--- config.mk ---
export PLATFORM = sky130hd
export DESIGN_NAME = fetch_stage_flat
export DESIGN_NICKNAME = d
export VERILOG_FILES = /design/src/rtl/fetch_stage_pkg.sv /design/src/rtl/fetch_stage_if.sv /design/src/rtl/fetch_stage_branch_target_gen.sv /design/src/rtl/fetch_stage.sv /design/src/flat_wrapper.sv
export SDC_FILE = /design/constraint.sdc
export NUM_CORES = 1
export LEC_CHECK = 0
export CAP_MARGIN = 20
export CORE_MARGIN = 5
export CORE_UTILIZATION = 46
export DETAILED_ROUTE_END_ITERATION = 10
export MAX_ROUTING_LAYER = met4
export PLACE_DENSITY = 0.78
export SLEW_MARGIN = 10
export SYNTH_ARGS = -nofsm -noshare
export SYNTH_HDL_FRONTEND = slang
export SYNTH_SLANG_ARGS = --single-unit
--- constraint.sdc ---
create_clock -name clk -period 4.85 [get_ports clk]
set_input_delay 0.97 -clock clk [delete_from_list [all_inputs] [get_ports clk]]
set_output_delay 0.97 -clock clk [all_outputs]
set_load 0.02 [all_outputs]
--- src/rtl/fetch_stage_pkg.sv ---
// Package lc_pkg: shared constants and helpers for the LEGv8 fetch stage.
// Holds the bubble instruction, branch opcode constants, the B.LT condition
// code, and the sign-extend-and-scale helpers used for branch offsets.
package lc_pkg;

  localparam logic [31:0] NOP_INSTR = 32'h0000_0000;
  localparam logic [63:0] PC_STEP   = 64'd4;

  // Branch opcodes, MSB-aligned in the instruction word
  localparam logic [5:0]  OP_B      = 6'b000101;
  localparam logic [5:0]  OP_BL     = 6'b100101;
  localparam logic [7:0]  OP_CBZ    = 8'b10110100;
  localparam logic [7:0]  OP_BCOND  = 8'b01010100;
  localparam logic [10:0] OP_BR     = 11'b11010110000;

  // Condition field value for B.LT
  localparam logic [4:0]  COND_LT   = 5'b01011;

  // B/BL immediate: sign-extend imm26 and turn the word offset into bytes
  function automatic logic [63:0] se26_x4(input logic [25:0] imm);
    return {{36{imm[25]}}, imm, 2'b00};
  endfunction

  // CBZ/B.cond immediate: sign-extend imm19 and turn the word offset into bytes
  function automatic logic [63:0] se19_x4(input logic [18:0] imm);
    return {{43{imm[18]}}, imm, 2'b00};
  endfunction

endpackage

--- src/rtl/fetch_stage_if.sv ---
// fetch_stage_if: bundles the instruction-memory port and the IF/ID <-> decode
// signals of the fetch stage.
//   master : the fetch stage (drives imem_addr and the IF/ID outputs)
//   slave  : the environment (memory, decoder, hazard unit)
// Signals:
//   imem_addr/imem_rdata          combinational instruction-memory read
//   stall                         hazard unit hold request
//   take_branch/uncond_branch/
//   reg_branch/cond_ok/br_reg_data decode-stage branch controls and data
//   id_instr/id_pc/id_pc_plus4/
//   id_valid                      IF/ID register contents for decode
interface fetch_stage_if;

  logic [63:0] imem_addr;
  logic [31:0] imem_rdata;
  logic        stall;
  logic        take_branch;
  logic        uncond_branch;
  logic        reg_branch;
  logic        cond_ok;
  logic [63:0] br_reg_data;
  logic [31:0] id_instr;
  logic [63:0] id_pc;
  logic [63:0] id_pc_plus4;
  logic        id_valid;

  modport master (
    output imem_addr, id_instr, id_pc, id_pc_plus4, id_valid,
    input  imem_rdata, stall, take_branch, uncond_branch, reg_branch,
           cond_ok, br_reg_data
  );

  modport slave (
    input  imem_addr, id_instr, id_pc, id_pc_plus4, id_valid,
    output imem_rdata, stall, take_branch, uncond_branch, reg_branch,
           cond_ok, br_reg_data
  );

endinterface

--- src/rtl/fetch_stage_branch_target_gen.sv ---
// branch_target_gen: combinational branch-target selection for the IF/ID
// instruction.
//   id_pc, id_instr   IF/ID PC and instruction (immediates taken from it)
//   br_reg_data       register value for BR
//   uncond_branch     B/BL: PC-relative imm26
//   reg_branch        BR: register target, low two bits forced to zero
//   target            selected 64-bit redirect address
// With neither control set the instruction is treated as CBZ/B.cond (imm19).
module branch_target_gen
  import lc_pkg::*;
(
  input  logic [63:0] id_pc,
  input  logic [31:0] id_instr,
  input  logic [63:0] br_reg_data,
  input  logic        uncond_branch,
  input  logic        reg_branch,
  output logic [63:0] target
);

  // Opcode bits and the register's byte offset never affect the target
  logic unused_bits_s;
  assign unused_bits_s = ^{id_instr[31:26], br_reg_data[1:0]};

  // Pick the target: register beats unconditional beats conditional
  always_comb begin
    target = id_pc + se19_x4(id_instr[23:5]);
    if (reg_branch) begin
      target = {br_reg_data[63:2], 2'b00};
    end else if (uncond_branch) begin
      target = id_pc + se26_x4(id_instr[25:0]);
    end else begin
      target = id_pc + se19_x4(id_instr[23:5]);
    end
  end

endmodule

--- src/rtl/fetch_stage.sv ---
// fetch_stage: LEGv8 instruction fetch. Owns the PC, drives the instruction
// memory address, and loads the IF/ID register that feeds decode.
// Ports:
//   clk    rising-edge clock
//   reset  synchronous active-high reset (dominates stall and branches)
//   bus    fetch_stage_if.master: imem port, hazard stall, decode branch
//          controls, IF/ID outputs
// Parameters:
//   RESET_PC    PC loaded on reset
//   DELAY_SLOT  1: instruction after a taken branch executes; 0: squashed
module fetch_stage
  import lc_pkg::*;
#(
  parameter logic [63:0] RESET_PC   = 64'h0,
  parameter bit          DELAY_SLOT = 1'b1
)
(
  input  logic          clk,
  input  logic          reset,
  fetch_stage_if.master bus
);

  logic [63:0] pc_r;
  logic [31:0] id_instr_r;
  logic [63:0] id_pc_r;
  logic        id_valid_r;

  logic [63:0] target_s;
  logic        redirect_s;
  logic [63:0] pc_next_s;
  logic [31:0] ifid_instr_next_s;
  logic        ifid_valid_next_s;

  branch_target_gen u_target_gen (
    .id_pc         (id_pc_r),
    .id_instr      (id_instr_r),
    .br_reg_data   (bus.br_reg_data),
    .uncond_branch (bus.uncond_branch),
    .reg_branch    (bus.reg_branch),
    .target        (target_s)
  );

  // Redirect only for a real instruction, so bubbles never branch
  always_comb begin
    redirect_s = bus.take_branch & id_valid_r &
                 (bus.uncond_branch | bus.reg_branch | bus.cond_ok);
  end

  // Next PC and next IF/ID contents for an unstalled edge
  always_comb begin
    pc_next_s         = pc_r + PC_STEP;
    ifid_instr_next_s = bus.imem_rdata;
    ifid_valid_next_s = 1'b1;
    if (redirect_s) begin
      pc_next_s = target_s;
      if (DELAY_SLOT) begin
        ifid_instr_next_s = bus.imem_rdata;
        ifid_valid_next_s = 1'b1;
      end else begin
        // Squash the fall-through fetch into a safe all-zero bubble
        ifid_instr_next_s = NOP_INSTR;
        ifid_valid_next_s = 1'b0;
      end
    end else begin
      pc_next_s = pc_r + PC_STEP;
    end
  end

  // PC and IF/ID register: reset, then stall hold, then advance
  always_ff @(posedge clk) begin
    if (reset) begin
      pc_r       <= RESET_PC;
      id_instr_r <= NOP_INSTR;
      id_pc_r    <= 64'h0;
      id_valid_r <= 1'b0;
    end else if (bus.stall) begin
      // Holding IF/ID makes a pending branch re-evaluate next cycle
      pc_r       <= pc_r;
      id_instr_r <= id_instr_r;
      id_pc_r    <= id_pc_r;
      id_valid_r <= id_valid_r;
    end else begin
      pc_r       <= pc_next_s;
      id_instr_r <= ifid_instr_next_s;
      id_pc_r    <= pc_r;
      id_valid_r <= ifid_valid_next_s;
    end
  end

  assign bus.imem_addr   = pc_r;
  assign bus.id_instr    = id_instr_r;
  assign bus.id_pc       = id_pc_r;
  assign bus.id_valid    = id_valid_r;
  assign bus.id_pc_plus4 = id_pc_r + PC_STEP;

endmodule

--- src/flat_wrapper.sv ---
// flat-port wrapper written by rule: the top's interface ports become plain ports
module fetch_stage_flat import lc_pkg::*;
#(
  parameter logic [63:0] RESET_PC   = 64'h0,
  parameter bit          DELAY_SLOT = 1'b1
)
  (clk, reset, bus_imem_addr, bus_id_instr, bus_id_pc, bus_id_pc_plus4, bus_id_valid, bus_imem_rdata, bus_stall, bus_take_branch, bus_uncond_branch, bus_reg_branch, bus_cond_ok, bus_br_reg_data);
  fetch_stage_if bus_i ();
  input  logic clk;
  input  logic reset;
  output wire logic [$bits(bus_i.imem_addr)-1:0] bus_imem_addr;
  output wire logic [$bits(bus_i.id_instr)-1:0] bus_id_instr;
  output wire logic [$bits(bus_i.id_pc)-1:0] bus_id_pc;
  output wire logic [$bits(bus_i.id_pc_plus4)-1:0] bus_id_pc_plus4;
  output wire logic [$bits(bus_i.id_valid)-1:0] bus_id_valid;
  input wire logic [$bits(bus_i.imem_rdata)-1:0] bus_imem_rdata;
  input wire logic [$bits(bus_i.stall)-1:0] bus_stall;
  input wire logic [$bits(bus_i.take_branch)-1:0] bus_take_branch;
  input wire logic [$bits(bus_i.uncond_branch)-1:0] bus_uncond_branch;
  input wire logic [$bits(bus_i.reg_branch)-1:0] bus_reg_branch;
  input wire logic [$bits(bus_i.cond_ok)-1:0] bus_cond_ok;
  input wire logic [$bits(bus_i.br_reg_data)-1:0] bus_br_reg_data;
  assign bus_imem_addr = bus_i.imem_addr;
  assign bus_id_instr = bus_i.id_instr;
  assign bus_id_pc = bus_i.id_pc;
  assign bus_id_pc_plus4 = bus_i.id_pc_plus4;
  assign bus_id_valid = bus_i.id_valid;
  assign bus_i.imem_rdata = bus_imem_rdata;
  assign bus_i.stall = bus_stall;
  assign bus_i.take_branch = bus_take_branch;
  assign bus_i.uncond_branch = bus_uncond_branch;
  assign bus_i.reg_branch = bus_reg_branch;
  assign bus_i.cond_ok = bus_cond_ok;
  assign bus_i.br_reg_data = bus_br_reg_data;
  fetch_stage #(.RESET_PC(RESET_PC), .DELAY_SLOT(DELAY_SLOT)) u_core (.clk(clk), .reset(reset), .bus(bus_i));
endmodule
==> results by group <==
Yosys
  • Synth Warn #: 0
  • Synth top area share: 24.7%
  • Synth Register Bits: 161
  • Sequential element share of the synthesized area: 24.7%
  • Async SR Flop Fraction: 0%
  • Cell variety after synth: 98
  • Mean Syn Cell Area: ~7.6 µm²
  • Synth Net Count: ~1.9k
  • Post-synth top area cell: dfxtp_1
  • Prevailing post-synth register cell: dfxtp_1
  • Synth area leaders: dfxtp_1, mux2i_1, nor2_1
  • Post-synth EDFFs: 0
  • Post-Synthesis Cells: 1730
  • Cell area after synthesis: 0.0131 mm²

Power and ir drop
  • Leak pwr: 7.20 nW
  • Worst vdd ir: about 0.22 mV
  • PwrDens: slightly above 200 mW/mm²
  • Total power draw: around 3.7 mW

GRT
  • Total Routing Usage GR: 32.5%
  • Aggregate global routing overflow: 0
  • Initial antenna violation count: 1
  • Maximum number of pins on one net before global-route repair: 113
  • GR Util met3: 4.30%
  • Met1 usage: 42.5%
  • Vias in the first global route: between 10k and 15k
  • GR Layer Usage met2: roughly 53%
  • Global route hottest layer: met2
  • Global-route wire length before repair: 79.8 mm

Detailed routing
  • Remaining antenna violation count: 0
  • Post-detailed-route via-to-cell ratio: 6.06
  • DRT iter0 DRCs: 1643
  • Drc violations: 0
  • DRT Pass-1 Iters: 6
  • Routed WL per cell: 21.3 µm
  • DRT Wirelength: 52.4 mm
  • Via Count: 14.9k

Layout
  • Fillcell total: 2527
  • Finished Cell Area: 0.0177 mm²
  • Most frequent cells in the layout: clkdlybuf4s50_1, nor2_1, nand2_1, dfxtp_1, a21oi_1
  • Area Overhead vs Synth: 35.6%
  • NumNets Final: 2231
  • Final core occ: about 63%
  • Commonest non-fill, non-tap cell in the layout: clkdlybuf4s50_1
  • Layout cells sized above 1: 9.63%

CTS
  • Num CTS Buffers: 17
  • Reg clk slew, reported paths: approximately 0.070 ns
  • CTS Sinks: approximately 160
  • H-tree levels: 4
  • Clk buf depth: 2
  • Root buf cell: clkbuf_16
  • CTS tree: yes
  • Clk Latency, worst-skew pair: between 0.4 and 0.5 ns

Critical path
  • Worst path buffer plus inverter count: 4
  • Required time worst endpoint: 3.88 ns
  • Most frequent CP cell: buf_4
  • CP endpoint kind: output port
  • CP Data Arrival Time: 3.68 ns
  • Worst path top cell family by delay: simple AND/OR/NAND/NOR gates
  • Worst-path maximum fanout: 8
  • Startpoint types: flip-flop
  • Worst-path cell chain: and3_1 -> nand4_1 -> buf_4 -> nor4_4 -> nand3_2 -> nor3_2 -> buf_4 -> nand2_1 -> buf_4 -> nor2_1 -> xor2_1 -> clkdlybuf4s50_1
  • Crit-path slowest cell: clkdlybuf4s50_1
  • Critical path type: reg2out
  • Max stage delay on crit path: 0.63 ns

STA
  • RSZ-0062 raised after global routing: false
  • Worst Skew: about 0.013 ns
  • WHS: between 0.4 and 0.5 ns
  • Fmax: around 0.21 GHz
  • Setup tns final: 0 ns
  • Slew margin rel.: 38.9%
  • Hold Vio Cnt, Final: 0
  • Final max-slew violation count: 0
  • # setup viols final: 0
  • Crit path time final: between 4 and 5 ns
  • Worst-Margin Slew: 0.917 ns
  • Final cycle utilization of the critical path: a little over nine tenths

Die
  • I/O Pins: 328
  • Initial Utilization: between 40 and 50%
  • Chip Height: 179 µm
  • Rows: between 60 and 70
  • Die area: 0.0319 mm²
  • Chip Width: 179 µm
  • Core area: 0.0279 mm²

Outcome
  • Status: finished, final reports clean

Run
  • Max Cap Viol: 0

Min path
  • Hold Path Class: reg2reg

Placement
  • Gpl congestion: 0.964
  • DP Wirelength: 39.2 mm
  • Post-DP Area: approximately 0.017 mm²
  • # port buffers: between 300 and 400
-- worst paths after layout --
check,startpoint,end,slack (ns),cells past startpoint
max,u_core.bus.id_pc[13]$_SDFFE_PP0N_,bus_id_pc_plus4[59],0.20,12
min,u_core.bus.imem_addr[0]$_SDFFE_PP0P_,u_core.bus.imem_addr[0]$_SDFFE_PP0P_,0.49,2
max reg2reg,u_core.bus.id_instr[5]$_SDFFE_PP0N_,u_core.bus.imem_addr[62]$_SDFFE_PP0N_,1.21,15
min reg2reg,u_core.bus.imem_addr[0]$_SDFFE_PP0P_,u_core.bus.imem_addr[0]$_SDFFE_PP0P_,0.49,2
-- worst min-delay path: cells and delay by family (launching register included) --
kind,cells,cell delay [ns]
DFF,1,0.33
AOI/OAI and AO/OA,1,0.06
and+or+nand+nor,1,0.06
-- flip-flops by register name, indices dropped and copies added (netlist names) --
| name | flops |
|---|---|
| u_core.bus.id_pc | 64 |
| u_core.bus.imem_addr | 64 |
| u_core.bus.id_instr | 32 |
| u_core.bus.id_valid | 1 |
-- power by group --
part	total, mW	switching [mW]	leakage [nW]	internal [mW]
Sequential	1.42	0.0630	1.31	1.36
Combinational	0.739	0.405	5.59	0.334
Clock	1.51	0.681	0.302	0.832
-- cell families after synthesis --
group                    Yosys count  share of synthesized area (%)
AO/OA/AOI/OAI                    470                           22.8
XOR/XNOR                         115                           7.71
adder cells (fa/ha/maj)           64                           6.19
buffers and inverters            134                           4.39
flip-flops                       161                           24.7
multiplexers                     122                           9.53
AND/OR/NAND/NOR                  664                           24.7
-- cells in the mapped netlist (13+ instances only) --
library cell    n
nor4_1         13
and3_1         40
o21ai_0        97
clkbuf_1       76
nor3_1         40
a21o_1         33
ha_1           63
inv_1          27
o211ai_1       18
xnor2_1        76
a21oi_1       152
dfxtp_1       161
buf_1          15
nand4_1        24
mux2i_1       103
a31oi_1        20
nor2_1        217
xor2_1         39
o21a_1         13
nand3_1        68
nand2_1       178
mux2_2         19
-- what timing repair did --
action | in CTS | in global routing
endpoints found under the setup margin | 0 | 9
hold buffers | 0 | 0
setup buffers | 0 | 1
gates resized for setup | 0 | 4
-- per-stage QoR --
stage / setup WS [ns] / instances
2_1_floorplan: 0.172 / 1730
3_3_place_gp: -0.0268 / 2422
3_5_place_dp: -0.0941 / 2422
4_1_cts: 0.0655 / 2454
5_1_grt: 0.0312 / 2456
6_report: 0.197 / 2456
-- layer usage --
| layer | routed length, µm | share of wire, % |
|---|---|---|
| met5 | 0 | 0 |
| met4 | 1270 | 2.4 |
| met1 | 22100 | 42 |
| met3 | 4110 | 7.8 |
| met2 | 25000 | 48 |
-- final cells by class --
type	instances	area [µm²]	area share, %
Antenna cell	1	2.50	0.0141
Clock buffer	18	429	2.42
Clock inverter	14	193	1.09
Inverter	28	105	0.593
Multi-Input combinational cell	1435	9290	52.4
Sequential cell	161	3230	18.2
Tap cell	378	473	2.67
Timing Repair Buffer	421	4010	22.6
Note: power is estimated with default switching activity, not from simulation.
==> edit: new RTL, same settings <==
Make the reset (`reset`) asynchronous in one clocked block. Comments in the files are not updated.
--- a/src/rtl/fetch_stage.sv
+++ b/src/rtl/fetch_stage.sv
@@ -69,3 +69,3 @@
   // PC and IF/ID register: reset, then stall hold, then advance
-  always_ff @(posedge clk) begin
+  always_ff @(posedge clk or posedge reset) begin
     if (reset) begin
Function: differs if reset is asserted again (counterexample within 4 cycles, from zero or initial values and one cycle with reset high); with reset held inactive, the same outputs for 4 cycles.
==> edit against the original RTL <==
  * Highest routed layer unchanged
  * First-iteration DRC count is 2.7% higher
  * Global-route usage down 1.5 points
  * Routed wire length decreased by 5.8%
  * Cell area rose by 0.62%
  * Setup slack worse by 14 ps
  * Utilization increased by 0.39 points
  * Cell count fell by 5.8%
  * Synthesized area about the same
  * Sequential cell count stayed put
  * Die area hardly changed
Power is not compared: it rests on default switching activity, and its combinational part moved more than twofold at a synthesized area within 25%.
==> edit: results (changes against the original RTL) <==
Run status
  – Outcome: finished clean (unchanged)

Cells and area
  – Clock network area share: 3.150% (was 3.509%)
  – FF/Latch Area: 4029 um^2 (was 3226 um^2)
  – Non-Filler Instances: 2313 (was 2456)
  – Number of non-clock inverters: 39 (was 28)
  – # fillers: 2424 (was 2527)
  – Data buffer area share: 22.82% (was 22.60%)
  – Fin nets: 2087 (was 2231)
  – Area occupied by multi-input gates: 8543 um^2 (was 9289 um^2)
  – N_diodes: 2 (was 1)
  – Clkbuf count: 19 (was 18)

Routing
  – Number of vias in the routed layout: 14090 (was 14880)
  – DRT Pass-1 Iters: 8 (was 6)
  – Metal-1 WL: 20.81 mm (was 22.07 mm)
  – WL per Instance: 21.35 um (was 21.34 um)
  – Iteration-0 DRC Markers: 1687 (was 1643)

Setup path
  – Beginning of the critical path: u_core.bus.id_pc[14] (was u_core.bus.id_pc[13])
  – CP arrival: 3700 ps (was 3680 ps)
  – FF-to-FF End: u_core.bus.imem_addr[56] (was u_core.bus.imem_addr[62])
  – R2R setup slack: 880 ps (was 1210 ps)
  – Worst Setup EP: bus_id_pc_plus4[52] (was bus_id_pc_plus4[59])

Worst hold path
  – Hold wc startpoint: u_core.bus.imem_addr[0] (unchanged)
  – Hold endpoint: u_core.bus.imem_addr[0] (unchanged)

GRT
  – Largest net degree at the start of global routing: 86 (was 113)
  – Met1 usage: 41.41% (was 42.52%)

Timing
  – Hold Slack: 506.3 ps (was 494.8 ps)
  – Final worst path period share: 96.23% (was 95.93%)
  – Max-Slew Margin vs Limit: 29.60% (was 38.87%)

Placed design
  – Placer Congestion: 0.9691 (was 0.9644)
  – Area post-placement: 17250 um^2 (was 17080 um^2)

Logic synthesis
  – Post-Syn Area per Cell: 8.368 um^2 (was 7.553 um^2)
  – Async SR Flop Fraction: 100.0% (was 0%)
  – Synth top area cells: dfrtp_1 31%, mux2_2 9.4%, ha_1 6.0%, a21oi_1 5.8%, xnor2_1 5.0% (was dfxtp_1 25%, mux2i_1 7.9%, nor2_1 6.2%, ha_1 6.0%, a21oi_1 5.8%)
  – Syn nets: 1729 (was 1897)
-- edit: cell types whose count changed after synthesis, sizes merged, moves of 9 or more --
cell / delta
a21o: -17
a22oi: -9
dfrtp: +161
dfxtp: -161
inv: +11
mux2: +90
mux2i: -94
nand2: -28
nand4: +22
nor2: -89
nor3: -21
o211ai: -14
-- edit: timing repair --
action | CTS | global route
setup endpoints to repair | 0 | 9
hold endpoints to repair | 0 | 0
gates resized for setup | 0 | 6
setup buffers | 0 | 0
-- edit: logic make-up (layout without fill, tap and decap cells) --
| family | after synthesis | in the layout | share of synthesized area (%) |
|---|---|---|---|
| AO/OA/AOI/OAI | 433 | 433 | 20.83 |
| buffers and inverters | 132 | 503 | 3.982 |
| multiplexers | 118 | 118 | 10.08 |
| other | 0 | 2 | 0 |
| AND/OR/NAND/NOR | 542 | 542 | 20.60 |
| XOR/XNOR | 112 | 112 | 7.505 |
| flip-flops | 161 | 161 | 30.82 |
| adder cells (fa/ha/maj) | 64 | 64 | 6.184 |
